**src/rtl/core_run_pkg.sv**
```systemverilog
// Shared run-state and command encodings for the core run controller.
package core_run_pkg;

  typedef enum logic [2:0] {
    RS_IDLE   = 3'd0,
    RS_LOAD   = 3'd1,
    RS_RUN    = 3'd2,
    RS_DRAIN  = 3'd3,
    RS_HALTED = 3'd4,
    RS_ERR    = 3'd5
  } run_state_e;

  typedef enum logic [1:0] {
    CMD_START  = 2'd0,
    CMD_HALT   = 2'd1,
    CMD_RESUME = 2'd2,
    CMD_CLEAR  = 2'd3
  } run_cmd_e;

  // States in which a new command may be accepted.
  function automatic logic state_accepts(run_state_e s);
    return (s == RS_IDLE) || (s == RS_RUN) || (s == RS_HALTED) || (s == RS_ERR);
  endfunction

  function automatic logic cmd_legal(run_state_e s, run_cmd_e c);
    logic ok;
    ok = 1'b0;
    case (c)
      CMD_START:  ok = (s == RS_IDLE) || (s == RS_HALTED);
      CMD_HALT:   ok = (s == RS_RUN);
      CMD_RESUME: ok = (s == RS_HALTED);
      CMD_CLEAR:  ok = (s == RS_ERR);
      default:    ok = 1'b0;
    endcase
    return ok;
  endfunction

endpackage

```
**src/rtl/core_run_watchdog.sv**
```systemverilog
// Saturating stall counter for LOAD/DRAIN; expired_o flags the stall cycle that reaches timeout_p.
module core_run_watchdog #(
  parameter int unsigned timeout_p = 1024
) (
  input  logic clk_i,
  input  logic reset_i,
  input  logic active_i,
  input  logic stall_i,
  output logic expired_o
);

  localparam int unsigned CntW = $clog2(timeout_p + 1);
  localparam logic [CntW-1:0] CntMax  = CntW'(timeout_p);
  localparam logic [CntW-1:0] CntLast = CntW'(timeout_p - 1);

  logic [CntW-1:0] cnt_q, cnt_d;

  // Held at zero outside LOAD/DRAIN, so every entry starts from a clean count.
  always_comb begin
    cnt_d = cnt_q;
    if (!active_i) begin
      cnt_d = '0;
    end else if (stall_i && (cnt_q != CntMax)) begin
      cnt_d = cnt_q + 1'b1;
    end
  end

  always_ff @(posedge clk_i) begin
    if (reset_i) begin
      cnt_q <= '0;
    end else begin
      cnt_q <= cnt_d;
    end
  end

  assign expired_o = active_i && stall_i && (cnt_q >= CntLast);

endmodule

```
**src/rtl/core_run_ctrl.sv**
```systemverilog
// Run-state sequencer for a vanilla core: START/HALT/RESUME/CLEAR, PC load and freeze.
// Optional stall watchdog in LOAD/DRAIN enabled by defining CORE_RUN_WATCHDOG_EN.
module core_run_ctrl
  import core_run_pkg::*;
#(
  parameter int unsigned pc_width_p = 22,
  parameter int unsigned timeout_p  = 1024
) (
  input  logic                  clk_i,
  input  logic                  reset_i,
  input  logic                  cmd_v_i,
  input  logic [1:0]            cmd_i,
  input  logic [pc_width_p-1:0] cmd_pc_i,
  output logic                  cmd_ready_o,
  output logic                  cmd_done_o,
  output logic                  cmd_err_o,
  input  logic                  stall_i,
  input  logic                  err_i,
  output logic                  pc_write_v_o,
  output logic [pc_width_p-1:0] pc_write_data_o,
  output logic                  freeze_o,
  output logic [2:0]            state_o
);

  run_state_e            state_q, state_d;
  logic [pc_width_p-1:0] pc_q, pc_d;
  logic                  done_q, done_d;
  logic                  err_q, err_d;
  logic                  freeze_q, freeze_d;
  logic                  pcv_q, pcv_d;
  logic                  in_flight, wd_expired, accept;
  logic                  flight_done, flight_err;
  run_cmd_e              cmd;

  assign cmd       = run_cmd_e'(cmd_i);
  assign in_flight = (state_q == RS_LOAD) || (state_q == RS_DRAIN);

`ifdef CORE_RUN_WATCHDOG_EN
  core_run_watchdog #(.timeout_p(timeout_p)) u_watchdog (
    .clk_i     (clk_i),
    .reset_i   (reset_i),
    .active_i  (in_flight),
    .stall_i   (stall_i),
    .expired_o (wd_expired)
  );
`else
  logic wd_unused;
  assign wd_unused  = (timeout_p == 0);
  assign wd_expired = 1'b0;
`endif

  assign cmd_ready_o = !reset_i && state_accepts(state_q);
  assign accept      = cmd_v_i && cmd_ready_o;

  always_comb begin
    state_d     = state_q;
    pc_d        = pc_q;
    done_d      = 1'b0;
    err_d       = 1'b0;
    flight_done = 1'b0;
    flight_err  = 1'b0;
    case (state_q)
      RS_IDLE, RS_RUN, RS_HALTED, RS_ERR: begin
        if (accept) begin
          if (!cmd_legal(state_q, cmd)) begin
            done_d = 1'b1;
            err_d  = 1'b1;
          end else begin
            case (cmd)
              CMD_START: begin
                pc_d    = cmd_pc_i;
                state_d = RS_LOAD;
              end
              CMD_HALT:   state_d = RS_DRAIN;
              CMD_RESUME: begin
                state_d = RS_RUN;
                done_d  = 1'b1;
              end
              default: begin
                state_d = RS_IDLE;
                done_d  = 1'b1;
              end
            endcase
          end
        end
        // A core error in RUN overrides any command taken in the same cycle.
        if ((state_q == RS_RUN) && err_i) begin
          state_d = RS_ERR;
          if (accept) begin
            done_d = 1'b1;
            err_d  = 1'b1;
          end
        end
      end
      RS_LOAD, RS_DRAIN: begin
        if (err_i || wd_expired) begin
          flight_done = 1'b1;
          flight_err  = 1'b1;
          state_d     = RS_ERR;
        end else if (!stall_i) begin
          flight_done = 1'b1;
          state_d     = (state_q == RS_LOAD) ? RS_RUN : RS_HALTED;
        end
      end
      default: state_d = RS_ERR;
    endcase
    freeze_d = (state_d != RS_RUN);
    pcv_d    = (state_d == RS_LOAD);
  end

  always_ff @(posedge clk_i) begin
    if (reset_i) begin
      state_q  <= RS_IDLE;
      pc_q     <= '0;
      done_q   <= 1'b0;
      err_q    <= 1'b0;
      freeze_q <= 1'b1;
      pcv_q    <= 1'b0;
    end else begin
      state_q  <= state_d;
      pc_q     <= pc_d;
      done_q   <= done_d;
      err_q    <= err_d;
      freeze_q <= freeze_d;
      pcv_q    <= pcv_d;
    end
  end

  // LOAD/DRAIN complete in the handshake cycle itself; the rest report one cycle after accept.
  assign cmd_done_o      = !reset_i && (done_q || flight_done);
  assign cmd_err_o       = !reset_i && (err_q || flight_err);
  assign pc_write_v_o    = pcv_q;
  assign pc_write_data_o = pc_q;
  assign freeze_o        = freeze_q;
  assign state_o         = state_q;

endmodule

```
**config.mk**
```make
export PLATFORM = sky130hd
export DESIGN_NAME = core_run_ctrl
export DESIGN_NICKNAME = d
export VERILOG_FILES = /design/src/rtl/core_run_pkg.sv /design/src/rtl/core_run_watchdog.sv /design/src/rtl/core_run_ctrl.sv
export SDC_FILE = /design/constraint.sdc
export NUM_CORES = 1
export LEC_CHECK = 0
export BUFFER_PORTS_ARGS = -buffer_cell sky130_fd_sc_hd__buf_4
export CORE_UTILIZATION = 45
export CTS_BUF_LIST = sky130_fd_sc_hd__clkbuf_4 sky130_fd_sc_hd__clkbuf_8 sky130_fd_sc_hd__clkbuf_16
export DETAILED_ROUTE_END_ITERATION = 12
export HOLD_SLACK_MARGIN = 0.1
export PLACE_DENSITY_LB_ADDON = 0.15
export REMOVE_ABC_BUFFERS = 1
export SLEW_MARGIN = 0
export SYNTH_ARGS = -nofsm -noshare
export SYNTH_HDL_FRONTEND = slang
export SYNTH_HIERARCHICAL = 1
export SYNTH_SLANG_ARGS = --single-unit
```
**constraint.sdc**
```tcl
create_clock -name clk_i -period 2.6 [get_ports clk_i]
set_input_delay 0.78 -clock clk_i [delete_from_list [all_inputs] [get_ports clk_i]]
set_output_delay 0.78 -clock clk_i [all_outputs]
set_load 0.01 [all_outputs]
```
==> impl_results.md <==
* Required time worst endpoint at 1.82 ns
* Post-CTS sizing at 0
* Max Freq at around 420 MHz
* Final Power at 1.112 mW
* Crit path kind: flop to output port
* Post-synth cell types at 35
* Prevailing post-synth register cell: dfxtp_1
* RSZ-0062 raised after global routing: no
* Worst hold slack at between 0.4 and 0.5 ns
* Relative slew slack at between 60% and 70%
* Critical path data arrival time at 1.59 ns
* # rows at 19
* Most common cell after layout, fill and taps aside: buf_4
* Post-CTS setup buffer count at 0
* Layout area overhead at 37.58%
* Top cell type's share of synthesized area at a little over two fifths
* Post-Route WL at between 2000 and 3000 µm
* Number of global-route vias before repair at ~1200
* R2r setup slk at about 0.65 ns
* Layout cells sized above 1 at 36.24%
* Wire per inst at about 12 µm
* Initial antenna violation count at 0
* Hold buffer count at CTS at 0
* DR vias/cell at 5.177
* Die area at ~3200 µm²
* Synth top area cells: dfxtp_1 43%, nand2_1 13%, a21oi_1 10%
* CTS buffer count at 5
* Max Slew Vio Count at 0
* Largest fanout on the critical path at 13
* Final ANT Viol Nets at 0
* H-Tree Depth at 2
* CTS tree: yes
* Most frequent cells in the layout: 60 x buf_4, 48 x nand2_1, 29 x dfxtp_1, 28 x a21oi_1
* Io pins at 59
* Worst-Skew Late Latency at 0.32 ns
* Max-cap violations at 0
* Final net count at between 200 and 300
* Pin count of the biggest net entering global routing at 29
* Pwr Density at around 610 nW/µm²
* Fin Setup TNS at 0 ns
* Sequential element share of the synthesized area at 43.49%
* Global-route wire length before repair at 5119 µm
* DP Worst Slack at 0.2049 ns
* Routed vias at 1289
* Cell Area, Synth at between 1000 and 1500 µm²
* TritonRoute pass-1 iters at 4
* Cell taking the most area after synthesis: dfxtp_1
* GRT overflow at 0
* Die Y-Extent at around 56 µm
* EDFF count, synth at 0
* Hold Path Class: flop to flop
* Count of input and output buffers at 58
* # setup viols final at 0
* Starting Density at 48.00%
* Max VDD drop at ~0.48 mV
* Post-Synthesis Cells at ~160
* Chip Width at between 50 and 60 µm
* Post-Synthesis Mean Instance Area at between 8 and 9 µm²
* Crit share post-route at approximately nine tenths
* Dpl hpwl at between 2000 and 2500 µm
* Worst-case clock buffer depth at 2
* PnR worst setup slack at approximately 0.23 ns
* Antenna cells at 0
* Clock skew at 0.002772 ns
* Worst-path clk slew at ~0.08 ns
* Yosys warns at 6
* GP Congestion at roughly 0.81
* Root Driver: clkbuf_4
* Total track usage at ~21%
* DR iter-0 viols at 36
* Slew @ Worst Pin at 0.5987 ns
* CP startpoint kind: flop
* Post-synthesis register bit count at 29
* Core Area at approximately 2800 µm²
* Status: complete, no violations
* Fin crit period at ~2.4 ns
* Standby leakage power at between 0.7 and 0.8 nW
* Post-synth ARST share at 0%
* CP endpoint kind: output port
* Clk sink count at 29
* Layout filler cell count at between 200 and 250
* Post-route DRC violation count at 0
* Fin. Hold Viols at 0
==> metal layers <==
layer  part of all wire, %  vias to the layer above  GRT usage, %
li1                      -                      645             -
met1                    40                      584         21.63
met2                    50                       49         35.63
met3                   6.8                       11         6.682
met4                   2.7                        0         12.54
met5                     0                        -             0
==> critical path: stages, from the launching register on <==
cell	delay [ns]
dfxtp_1	0.63
nor2b_2	0.32
a21oi_1	0.09
nor2_1	0.09
buf_4	0.12
==> cell families (layout without fill, tap and decap cells) <==
logic type      Yosys count  in the layout  share of synthesized area [%]
compound gates           37             37                          16.87
simple gates             71             71                          25.77
fa+ha+maj                 4              4                          3.749
xor+xnor                  2              2                          1.312
flops                    29             29                          43.49
mux                       3              3                          2.718
buf+inv                  15             72                          6.091
==> worst paths after layout <==
path / endpoint / from / depth (start not counted)
hold reg to reg: pc_write_data_o[8] / pc_write_data_o[8] / 2
setup reg to reg: pc_write_v_o / state_o[1] / 5
hold / removal: pc_write_data_o[8] / pc_write_data_o[8] / 2
setup / recovery: cmd_done_o / state_o[0] / 4
==> final cells by class <==
type	instances	area, µm²	share of cell area [%]
Inverter	4	15.01	0.8174
Sequential cell	29	580.6	31.61
Clock inverter	1	5.005	0.2725
Timing Repair Buffer	60	450.4	24.52
Multi-Input combinational cell	117	681.9	37.13
Tap cell	31	38.79	2.112
Clock buffer	7	65.06	3.542
==> Yosys cell counts (all sizes together), types with 3 or more instances <==
cell type,number
nand2,48
a21oi,29
dfxtp,29
buf,8
nor2,5
ha,4
inv,4
nor3,4
clkbuf,3
nor2b,3
==> where the power goes <==
group	total, mW	switching [mW]	internal [mW]
Combinational	0.284	0.132	0.152
Sequential	0.524	0.0490	0.475
Clock	0.304	0.147	0.156
==> stage by stage <==
stage | cells | utilization, % | instance area (µm²)
after global routing | 249 | 66.04 | 1837
after floorplan | 150 | - | 1269
after global placement | 241 | 63.52 | 1767
final | 249 | 66.04 | 1837
after CTS | 249 | 66.04 | 1837
after detailed placement | 241 | 63.52 | 1767
==> registers in the layout, summed over array words and instances (netlist names) <==
name	cells
done_q	1
err_q	1
freeze_o	1
pc_write_data_o	22
pc_write_v_o	1
state_o	3
Power figures use the tool's default switching activity.
